**src/rtl/fetch_pc_unit_if.sv**
```systemverilog
// Fetch unit bus bundle: predictor, redirect, imem request/response and decode handshake.
// master is the fetch unit's view; slave is the surrounding pipeline/memory view.
interface fetch_pc_unit_if;
  logic        redirect_i;
  logic [31:0] redirect_pc_i;
  logic [31:0] bp_next_pc_i;
  logic        bp_taken_i;
  logic [31:0] pc_f_o;
  logic        pc_accept_o;
  logic        imem_req_o;
  logic [31:0] imem_addr_o;
  logic        imem_gnt_i;
  logic        imem_rvalid_i;
  logic [31:0] imem_rdata_i;
  logic        fetch_valid_o;
  logic [31:0] fetch_instr_o;
  logic [31:0] fetch_pc_o;
  logic        fetch_pred_taken_o;
  logic        fetch_ready_i;

  modport master (
    input  redirect_i, redirect_pc_i, bp_next_pc_i, bp_taken_i,
    input  imem_gnt_i, imem_rvalid_i, imem_rdata_i, fetch_ready_i,
    output pc_f_o, pc_accept_o, imem_req_o, imem_addr_o,
    output fetch_valid_o, fetch_instr_o, fetch_pc_o, fetch_pred_taken_o
  );

  modport slave (
    output redirect_i, redirect_pc_i, bp_next_pc_i, bp_taken_i,
    output imem_gnt_i, imem_rvalid_i, imem_rdata_i, fetch_ready_i,
    input  pc_f_o, pc_accept_o, imem_req_o, imem_addr_o,
    input  fetch_valid_o, fetch_instr_o, fetch_pc_o, fetch_pred_taken_o
  );
endinterface

```
**src/rtl/fetch_pc_unit.sv**
```systemverilog
// Fetch PC generator with in-order imem request tracking and a decode-facing fetch buffer.
// Redirects flush the buffer and count in-flight wrong-path responses to be discarded.
module fetch_pc_unit #(
  parameter int unsigned FIFO_DEPTH      = 4,
  parameter int unsigned FIFO_DEPTH_W    = 2,
  parameter int unsigned MAX_OUTSTANDING = 2,
  parameter logic [31:0] RESET_PC        = 32'h0000_0000
) (
  input logic             clk_i,
  input logic             rst_ni,
  fetch_pc_unit_if.master bus
);

  localparam int unsigned OutW    = $clog2(MAX_OUTSTANDING + 1);
  localparam int unsigned TagPtrW = (MAX_OUTSTANDING > 1) ? $clog2(MAX_OUTSTANDING) : 1;
  localparam int unsigned CntW    = FIFO_DEPTH_W + 1;

  typedef struct packed {
    logic [31:0] pc;
    logic        taken;
  } tag_t;

  typedef struct packed {
    logic [31:0] pc;
    logic [31:0] instr;
    logic        taken;
  } entry_t;

  logic [31:0]       pc_q, pc_d;
  logic [OutW-1:0]   out_q, out_d;
  logic [OutW-1:0]   drop_q, drop_d;

  tag_t              tag_q [MAX_OUTSTANDING];
  tag_t              tag_d [MAX_OUTSTANDING];
  logic [TagPtrW-1:0] tag_wr_q, tag_wr_d;
  logic [TagPtrW-1:0] tag_rd_q, tag_rd_d;

  entry_t                 fifo_q [FIFO_DEPTH];
  entry_t                 fifo_d [FIFO_DEPTH];
  logic [FIFO_DEPTH_W-1:0] wr_ptr_q, wr_ptr_d;
  logic [FIFO_DEPTH_W-1:0] rd_ptr_q, rd_ptr_d;
  logic [CntW-1:0]        count_q, count_d;

  logic   req;
  logic   accept;
  logic   rsp;
  logic   keep;
  logic   pop;
  logic   fifo_valid;
  tag_t   tag_head;
  entry_t fifo_head;

  function automatic logic [TagPtrW-1:0] tag_inc(input logic [TagPtrW-1:0] p);
    return (32'(p) == MAX_OUTSTANDING - 1) ? '0 : p + TagPtrW'(1);
  endfunction

  // Credit rule: in-flight plus buffered never exceeds the buffer, so pushes always fit.
  always_comb begin
    req = rst_ni & ~bus.redirect_i &
          (32'(out_q) < MAX_OUTSTANDING) &
          ((32'(out_q) + 32'(count_q)) < FIFO_DEPTH);
    accept     = req & bus.imem_gnt_i;
    rsp        = bus.imem_rvalid_i & (out_q != '0);
    keep       = rsp & (drop_q == '0);
    fifo_valid = (count_q != '0);
    pop        = fifo_valid & bus.fetch_ready_i;
    tag_head   = tag_q[tag_rd_q];
    fifo_head  = fifo_q[rd_ptr_q];
  end

  // PC, outstanding count and wrong-path drop count.
  always_comb begin
    pc_d   = pc_q;
    out_d  = out_q;
    drop_d = drop_q;

    if (bus.redirect_i) begin
      pc_d = bus.redirect_pc_i;
    end else if (accept) begin
      pc_d = bus.bp_next_pc_i;
    end

    unique case ({accept, rsp})
      2'b10:   out_d = out_q + OutW'(1);
      2'b01:   out_d = out_q - OutW'(1);
      default: out_d = out_q;
    endcase

    // Everything still in flight after this cycle's response belongs to the old path.
    if (bus.redirect_i) begin
      drop_d = out_q - OutW'(rsp);
    end else if (rsp && (drop_q != '0)) begin
      drop_d = drop_q - OutW'(1);
    end
  end

  // In-flight tag queue; kept through redirects so dropped responses still pop their tag.
  always_comb begin
    tag_d    = tag_q;
    tag_wr_d = tag_wr_q;
    tag_rd_d = tag_rd_q;
    if (accept) begin
      tag_d[tag_wr_q] = '{pc: pc_q, taken: bus.bp_taken_i};
      tag_wr_d        = tag_inc(tag_wr_q);
    end
    if (rsp) begin
      tag_rd_d = tag_inc(tag_rd_q);
    end
  end

  // Fetch buffer; a redirect clears it and wins over any same-cycle push or pop.
  always_comb begin
    fifo_d   = fifo_q;
    wr_ptr_d = wr_ptr_q;
    rd_ptr_d = rd_ptr_q;
    count_d  = count_q;
    if (bus.redirect_i) begin
      wr_ptr_d = '0;
      rd_ptr_d = '0;
      count_d  = '0;
    end else begin
      if (keep) begin
        fifo_d[wr_ptr_q] = '{pc: tag_head.pc, instr: bus.imem_rdata_i, taken: tag_head.taken};
        wr_ptr_d         = wr_ptr_q + FIFO_DEPTH_W'(1);
      end
      if (pop) begin
        rd_ptr_d = rd_ptr_q + FIFO_DEPTH_W'(1);
      end
      unique case ({keep, pop})
        2'b10:   count_d = count_q + CntW'(1);
        2'b01:   count_d = count_q - CntW'(1);
        default: count_d = count_q;
      endcase
    end
  end

  always_ff @(posedge clk_i or negedge rst_ni) begin
    if (!rst_ni) begin
      pc_q     <= RESET_PC;
      out_q    <= '0;
      drop_q   <= '0;
      tag_q    <= '{default: '0};
      tag_wr_q <= '0;
      tag_rd_q <= '0;
      fifo_q   <= '{default: '0};
      wr_ptr_q <= '0;
      rd_ptr_q <= '0;
      count_q  <= '0;
    end else begin
      pc_q     <= pc_d;
      out_q    <= out_d;
      drop_q   <= drop_d;
      tag_q    <= tag_d;
      tag_wr_q <= tag_wr_d;
      tag_rd_q <= tag_rd_d;
      fifo_q   <= fifo_d;
      wr_ptr_q <= wr_ptr_d;
      rd_ptr_q <= rd_ptr_d;
      count_q  <= count_d;
    end
  end

  assign bus.pc_f_o             = pc_q;
  assign bus.imem_addr_o        = pc_q;
  assign bus.imem_req_o         = req;
  assign bus.pc_accept_o        = accept;
  assign bus.fetch_valid_o      = fifo_valid;
  assign bus.fetch_pc_o         = fifo_head.pc;
  assign bus.fetch_instr_o      = fifo_head.instr;
  assign bus.fetch_pred_taken_o = fifo_head.taken;

endmodule

```
**src/flat_wrapper.sv**
```systemverilog
// flat-port wrapper written by rule: the top's interface ports become plain ports
module fetch_pc_unit_flat 
#(
  parameter int unsigned FIFO_DEPTH      = 4,
  parameter int unsigned FIFO_DEPTH_W    = 2,
  parameter int unsigned MAX_OUTSTANDING = 2,
  parameter logic [31:0] RESET_PC        = 32'h0000_0000
)
  (clk_i, rst_ni, bus_redirect_i, bus_redirect_pc_i, bus_bp_next_pc_i, bus_bp_taken_i, bus_imem_gnt_i, bus_imem_rvalid_i, bus_imem_rdata_i, bus_fetch_ready_i, bus_pc_f_o, bus_pc_accept_o, bus_imem_req_o, bus_imem_addr_o, bus_fetch_valid_o, bus_fetch_instr_o, bus_fetch_pc_o, bus_fetch_pred_taken_o);
  fetch_pc_unit_if bus_i ();
  input logic clk_i;
  input logic rst_ni;
  input wire logic [$bits(bus_i.redirect_i)-1:0] bus_redirect_i;
  input wire logic [$bits(bus_i.redirect_pc_i)-1:0] bus_redirect_pc_i;
  input wire logic [$bits(bus_i.bp_next_pc_i)-1:0] bus_bp_next_pc_i;
  input wire logic [$bits(bus_i.bp_taken_i)-1:0] bus_bp_taken_i;
  input wire logic [$bits(bus_i.imem_gnt_i)-1:0] bus_imem_gnt_i;
  input wire logic [$bits(bus_i.imem_rvalid_i)-1:0] bus_imem_rvalid_i;
  input wire logic [$bits(bus_i.imem_rdata_i)-1:0] bus_imem_rdata_i;
  input wire logic [$bits(bus_i.fetch_ready_i)-1:0] bus_fetch_ready_i;
  output wire logic [$bits(bus_i.pc_f_o)-1:0] bus_pc_f_o;
  output wire logic [$bits(bus_i.pc_accept_o)-1:0] bus_pc_accept_o;
  output wire logic [$bits(bus_i.imem_req_o)-1:0] bus_imem_req_o;
  output wire logic [$bits(bus_i.imem_addr_o)-1:0] bus_imem_addr_o;
  output wire logic [$bits(bus_i.fetch_valid_o)-1:0] bus_fetch_valid_o;
  output wire logic [$bits(bus_i.fetch_instr_o)-1:0] bus_fetch_instr_o;
  output wire logic [$bits(bus_i.fetch_pc_o)-1:0] bus_fetch_pc_o;
  output wire logic [$bits(bus_i.fetch_pred_taken_o)-1:0] bus_fetch_pred_taken_o;
  assign bus_i.redirect_i = bus_redirect_i;
  assign bus_i.redirect_pc_i = bus_redirect_pc_i;
  assign bus_i.bp_next_pc_i = bus_bp_next_pc_i;
  assign bus_i.bp_taken_i = bus_bp_taken_i;
  assign bus_i.imem_gnt_i = bus_imem_gnt_i;
  assign bus_i.imem_rvalid_i = bus_imem_rvalid_i;
  assign bus_i.imem_rdata_i = bus_imem_rdata_i;
  assign bus_i.fetch_ready_i = bus_fetch_ready_i;
  assign bus_pc_f_o = bus_i.pc_f_o;
  assign bus_pc_accept_o = bus_i.pc_accept_o;
  assign bus_imem_req_o = bus_i.imem_req_o;
  assign bus_imem_addr_o = bus_i.imem_addr_o;
  assign bus_fetch_valid_o = bus_i.fetch_valid_o;
  assign bus_fetch_instr_o = bus_i.fetch_instr_o;
  assign bus_fetch_pc_o = bus_i.fetch_pc_o;
  assign bus_fetch_pred_taken_o = bus_i.fetch_pred_taken_o;
  fetch_pc_unit #(.FIFO_DEPTH(FIFO_DEPTH), .FIFO_DEPTH_W(FIFO_DEPTH_W), .MAX_OUTSTANDING(MAX_OUTSTANDING), .RESET_PC(RESET_PC)) u_core (.clk_i(clk_i), .rst_ni(rst_ni), .bus(bus_i));
endmodule
```
**config.mk**
```make
export PLATFORM = sky130hd
export DESIGN_NAME = fetch_pc_unit_flat
export DESIGN_NICKNAME = d
export VERILOG_FILES = /design/src/rtl/fetch_pc_unit_if.sv /design/src/rtl/fetch_pc_unit.sv /design/src/flat_wrapper.sv
export SDC_FILE = /design/constraint.sdc
export NUM_CORES = 1
export LEC_CHECK = 0
export CORE_AREA = 2 2 184 186
export DETAILED_ROUTE_END_ITERATION = 7
export DIE_AREA = 0 0 186 188
export PLACE_DENSITY = 0.74
export SLEW_MARGIN = 20
export SYNTH_ARGS = -nofsm -noshare
export SYNTH_HDL_FRONTEND = slang
export SYNTH_SLANG_ARGS = --single-unit
```
**constraint.sdc**
```tcl
create_clock -name clk_i -period 5.8 [get_ports clk_i]
set_input_delay 1.16 -clock clk_i [delete_from_list [all_inputs] [get_ports clk_i]]
set_output_delay 1.16 -clock clk_i [all_outputs]
set_load 0.005 [all_outputs]
```
# --- Yosys cells after proc, flatten, opt, wreduce, memory -nomap -nowiden ---
# Index checks and enable logic that the tools add are counted.
word_totals:
  regBits: 371
  in_bits: 103
  output_inout_bits: 132
  elab_cells: 98
classes:
  add_sub_neg: 11
  order_cmp: 8
  eq_ne: 4
  muxes: 25
  n_bitwise: 12
  n_reduce_logical: 14
ops:
  columns: ["op", "n"]
  rows:
  - ["bitwise mux 260 bit", 1]
  - ["two-way mux 65 bit", 3]
  - ["two-way mux 33 bit", 4]
  - ["binary-select mux 65 bit (select 2 bit)", 1]
  - ["demux 65 bit (select 2 bit)", 1]
  - ["bitwise mux 66 bit", 1]
  - ["two-way mux 32 bit", 2]
  - ["demux 33 bit (select 1 bit)", 1]
  - ["less-than comparator 32 x 3 -> 1 bit (second input constant)", 1]
  - ["nonzero test 2 bit", 7]
  - ["two-way mux 2 bit", 6]
  - ["AND 1 bit", 7]
  - ["adder 2 x 1 -> 2 bit (second input constant)", 3]
  - [">= comparator 3 bit (second input constant)", 2]
  - ["NOT 2 -> 3 bit", 2]
  - ["one-hot mux 3 bit (2 select lines)", 1]
  - ["nonzero test 3 bit", 2]
  - ["adder 2 x 3 -> 4 bit", 1]
  - ["== test 2 x 1 -> 1 bit (second input constant)", 2]
  - ["== test 2 bit (second input constant)", 2]
  - [">= comparator 2 bit (second input constant)", 2]
  - ["NOT 1 -> 2 bit", 2]
  - ["one-hot mux 2 bit (2 select lines)", 1]
  - ["subtractor 2 x 1 -> 2 bit (second input constant)", 2]
  - ["other kinds (13)", 17]

# --- Logic depth before layout (Yosys ltp) ---
depth:
  depth_word: 7
  depth_mapped: 9
  mapped_depth_nobuf: 8

# --- Worst setup path after synthesis ---
# OpenSTA, ideal clock, no wires.
synth_timing:
  path_kind: "input to output"
  start: "in bus_redirect_i"
  end: "out bus_pc_accept_o"
  t_arrival_ps: 1998
  t_required_ps: 4640
  slack_ps: 2642
  path_stages: 4
  path_buffers: 1
  cell_sequence: "nor4b_4 nand4b_4 clkbuf_1 inv_1"
synth_between:
  elab_chain_len: 5
synth_rtl:
  columns: ["item", "line", "rtl"]
  rows:
  - ["start: declaration", "flat_wrapper.sv:13", "input wire logic [$bits(bus_i.redirect_i)-1:0] bus_redirect_i;"]
  - ["NOT 1 bit (no line)", null, null]
  - ["AND 1 bit (2 in series)", "fetch_pc_unit.sv:59", "req = rst_ni & ~bus.redirect_i &"]
  - ["AND 1 bit", "fetch_pc_unit.sv:60", "(32'(out_q) < MAX_OUTSTANDING) &"]
  - ["AND 1 bit", "fetch_pc_unit.sv:62", "accept = req & bus.imem_gnt_i;"]
  - ["end: declaration", "flat_wrapper.sv:22", "output wire logic [$bits(bus_i.pc_accept_o)-1:0] bus_pc_accept_o;"]
# No other way between the ends.

# --- Worst setup path after layout ---
layout_timing:
  start: "reg u_core.rd_ptr_q[0]"
  end: "out bus_fetch_instr_o[17]"
layout_between:
  elab_chain_len: 4
layout_rtl:
  columns: ["item", "line", "rtl"]
  rows:
  - ["start: declaration", "fetch_pc_unit.sv:41", "logic [FIFO_DEPTH_W-1:0] rd_ptr_q, rd_ptr_d;"]
  - ["start signal: assignment", "fetch_pc_unit.sv:158", "rd_ptr_q <= rd_ptr_d;"]
  - ["NOT 2 -> 3 bit (implied by the code)", "fetch_pc_unit.sv:68", "fifo_head = fifo_q[rd_ptr_q];"]
  - ["binary-select mux 65 bit (select 2 bit)", "fetch_pc_unit.sv:68", null]
  - ["two-way mux 65 bit (implied by the code) (2 in series)", "fetch_pc_unit.sv:68", null]
  - ["end: declaration", "flat_wrapper.sv:26", "output wire logic [$bits(bus_i.fetch_instr_o)-1:0] bus_fetch_instr_o;"]
# No other way between the ends. The select of a mux whose other input is x is not followed.

==> metrics.txt <==
Slew headroom 26.07%; outcome finished, final reports clean; Final HPWL DP 21600 µm; HP Class flop to flop; vias 9976; H-tree Lvls 2; Clock Power Share 27.0%; First-pass DRT Iterations 4; Tmin final 4.121 ns; Worst Tran Pin Value 1.109 ns; CTS tree built; syn_nets 1290; area grow syn2layout 22.70%; Core Util, Final 60.68%; fin nets 1466; Congestion Overflow GR 0; Final Max Slew Viols 0; worst setup path class flop to primary output; met3 Resource Use GR 3.651%; Main synth FF type dfrtp_1; I/O pins 235; Syn. warnings 0; fill count 2556; total wire length 34870 µm; Comb pwr share 31.7%; sequential power share 41.4%; CTS sink count 371; hold slack 0.4810 ns; Die X 186 µm; Max VDD drop 245.4 µV; Final Hold Fails 0; # hold bufs at CTS 0; clock latency on the worst-skew pair 0.53 ns; vias in the first global route 10670; number of synthesized flops with an enable pin 0; # rows 67; diode count 0; Post-Synthesis Cells 1178; commonest cells after routing, fill and taps aside 368 x dfrtp_1, 232 x clkdlybuf4s50_1, 164 x mux2_2; layout cells sized above 1 27.80%; sequential share of the synthesized area 56.70%; Initial Util 49.45%; IO buf count 234; area of the multi-input gates 6366 µm²; CTS buffer count 40; most common cell after layout, fill and taps aside dfrtp_1; register bit total from synthesis 371; fmax 242.7 MHz; sw frac 28.73%; Cell Int Power 6.923 mW; ys async rst share 100.0%; M1 GR Usage 28.83%; final number of setup-violating endpoints 0; Core Area 33110 µm²; FF+latch area 9293 µm²; post-CTS setup buffers 0; Clock Skews 0.01865 ns; Reg clk slew, reported paths 0.06 ns; initial antenna violation count 1; largest net degree at the start of global routing 86; Antenna Nets Post-Route 0; critical path fanouts, max 42; total negative slack 0 ns; DR WL/cell 19.02 µm; DRT iter0 DRCs 587; busiest metal layer after global routing met2; cell area after synthesis 16370 µm²; DR vias/cell 5.442; Gates resized, CTS repair 0; PwrDens 483.5 nW/µm²; first-pass GRT wire length 56690 µm; Final Power 9.713 mW; full die area 34970 µm²; crit path DAT 2.96 ns; crit path launch type flop; Root Driver clkbuf_16; DRC 0; global placer's final weighted congestion 0.7230; Worst Setup End Kind primary output; Pleak 8.758 nW; Die Height 188 µm; RSZ-0062 raised after global routing no; GRT Util Overall 20.51%; P_sw 2.791 mW; CP required 4.64 ns; library cells used by synthesis 41; Max-Cap Viols 0; routing usage on met2 32.94%; final worst path period share 71.05%; Avg Inst Size Synth 13.90 µm²; clock buffer depth 3
==> worst max-delay path: stages, from the launching register on <==
cell and delay (ns):
dfrtp_4 1.03, buf_12 0.33, mux4_2 0.52, clkdlybuf4s50_1 0.50
==> stage by stage <==
step | cells | worst slack (ns) | cell area (µm²)
after detailed placement | 1760 | 1.657 | 18710
after CTS | 1833 | 1.594 | 20080
final | 1833 | 1.679 | 20090
after global placement | 1760 | 1.678 | 18710
after floorplan | 1178 | 2.642 | 16370
after global routing | 1833 | 1.482 | 20090
==> flip-flops by register name, indices dropped and copies added, names as in the netlist <==
register	count
u_core.drop_q	2
u_core.tag_rd_q	1
u_core.out_q	2
u_core.wr_ptr_q	2
u_core.rd_ptr_q	2
u_core.fifo_q	260
u_core.bus.imem_addr_o	32
u_core.tag_wr_q	1
u_core.count_q	3
u_core.tag_q	66
==> path summary, 6_finish.rpt <==
check                                   start                    endpoint  slack (ns)  cells after the start
min                          u_core.tag_q[39]            u_core.tag_q[39]        0.48                      1
min in group asynchronous              rst_ni          u_core.fifo_q[233]        0.57                      1
max reg2reg                   u_core.out_q[1]            u_core.tag_q[21]        3.03                      6
min reg2reg                  u_core.tag_q[39]            u_core.tag_q[39]        0.48                      1
max in group asynchronous              rst_ni  u_core.bus.imem_addr_o[28]        3.09                      3
max                        u_core.rd_ptr_q[0]       bus_fetch_instr_o[17]        1.68                      3
==> routing by layer <==
metal	vias up	wire length (µm)
met2	259	16780
li1	4541	-
met4	2	813
met3	53	1676
met5	-	13
met1	5121	15580
==> synthesized netlist by cell type (8+ instances only) <==
library cell / n / area, µm²
a21oi_1: 133 / 665.6
buf_2: 40 / 200.2
buf_4: 47 / 352.8
clkbuf_1: 22 / 82.58
dfrtp_1: 371 / 9284
ha_1: 8 / 100.1
mux2_2: 164 / 1847
mux2_4: 30 / 450.4
mux2i_1: 34 / 340.3
mux4_2: 65 / 1464
nand2b_1: 33 / 206.5
nor2_1: 140 / 525.5
o221a_2: 32 / 360.4
==> kinds of logic after synthesis <==
logic type	after synthesis	share of synthesized area, %
DFF	371	56.70
buffers and inverters	122	4.524
xor gates and xnor gates	14	0.7488
adders and majority gates	9	0.7336
AOI/OAI and AO/OA	175	6.686
and+or+nand+nor	193	5.494
muxes	294	25.12
==> power by group through the flow <==
stage	combinational, mW	clock, mW	sequential [mW]
floorplan	2.01	0	3.76
global placement	3.03	0	4.02
detailed placement	3.10	0	4.07
CTS	3.12	2.67	4.03
global route	3.37	2.78	4.14
finish	3.08	2.62	4.02
==> cell type report <==
cell class              count  share of cell area, %
multi-input cells         685                  31.69
clock buffers              58                  5.872
repair buffers            249                  12.32
flip-flops and latches    371                  46.25
well taps                 448                  2.790
clock inverters            15                 0.9528
inverters                   7                 0.1308
No activity file was read; power rests on OpenSTA's default activity.
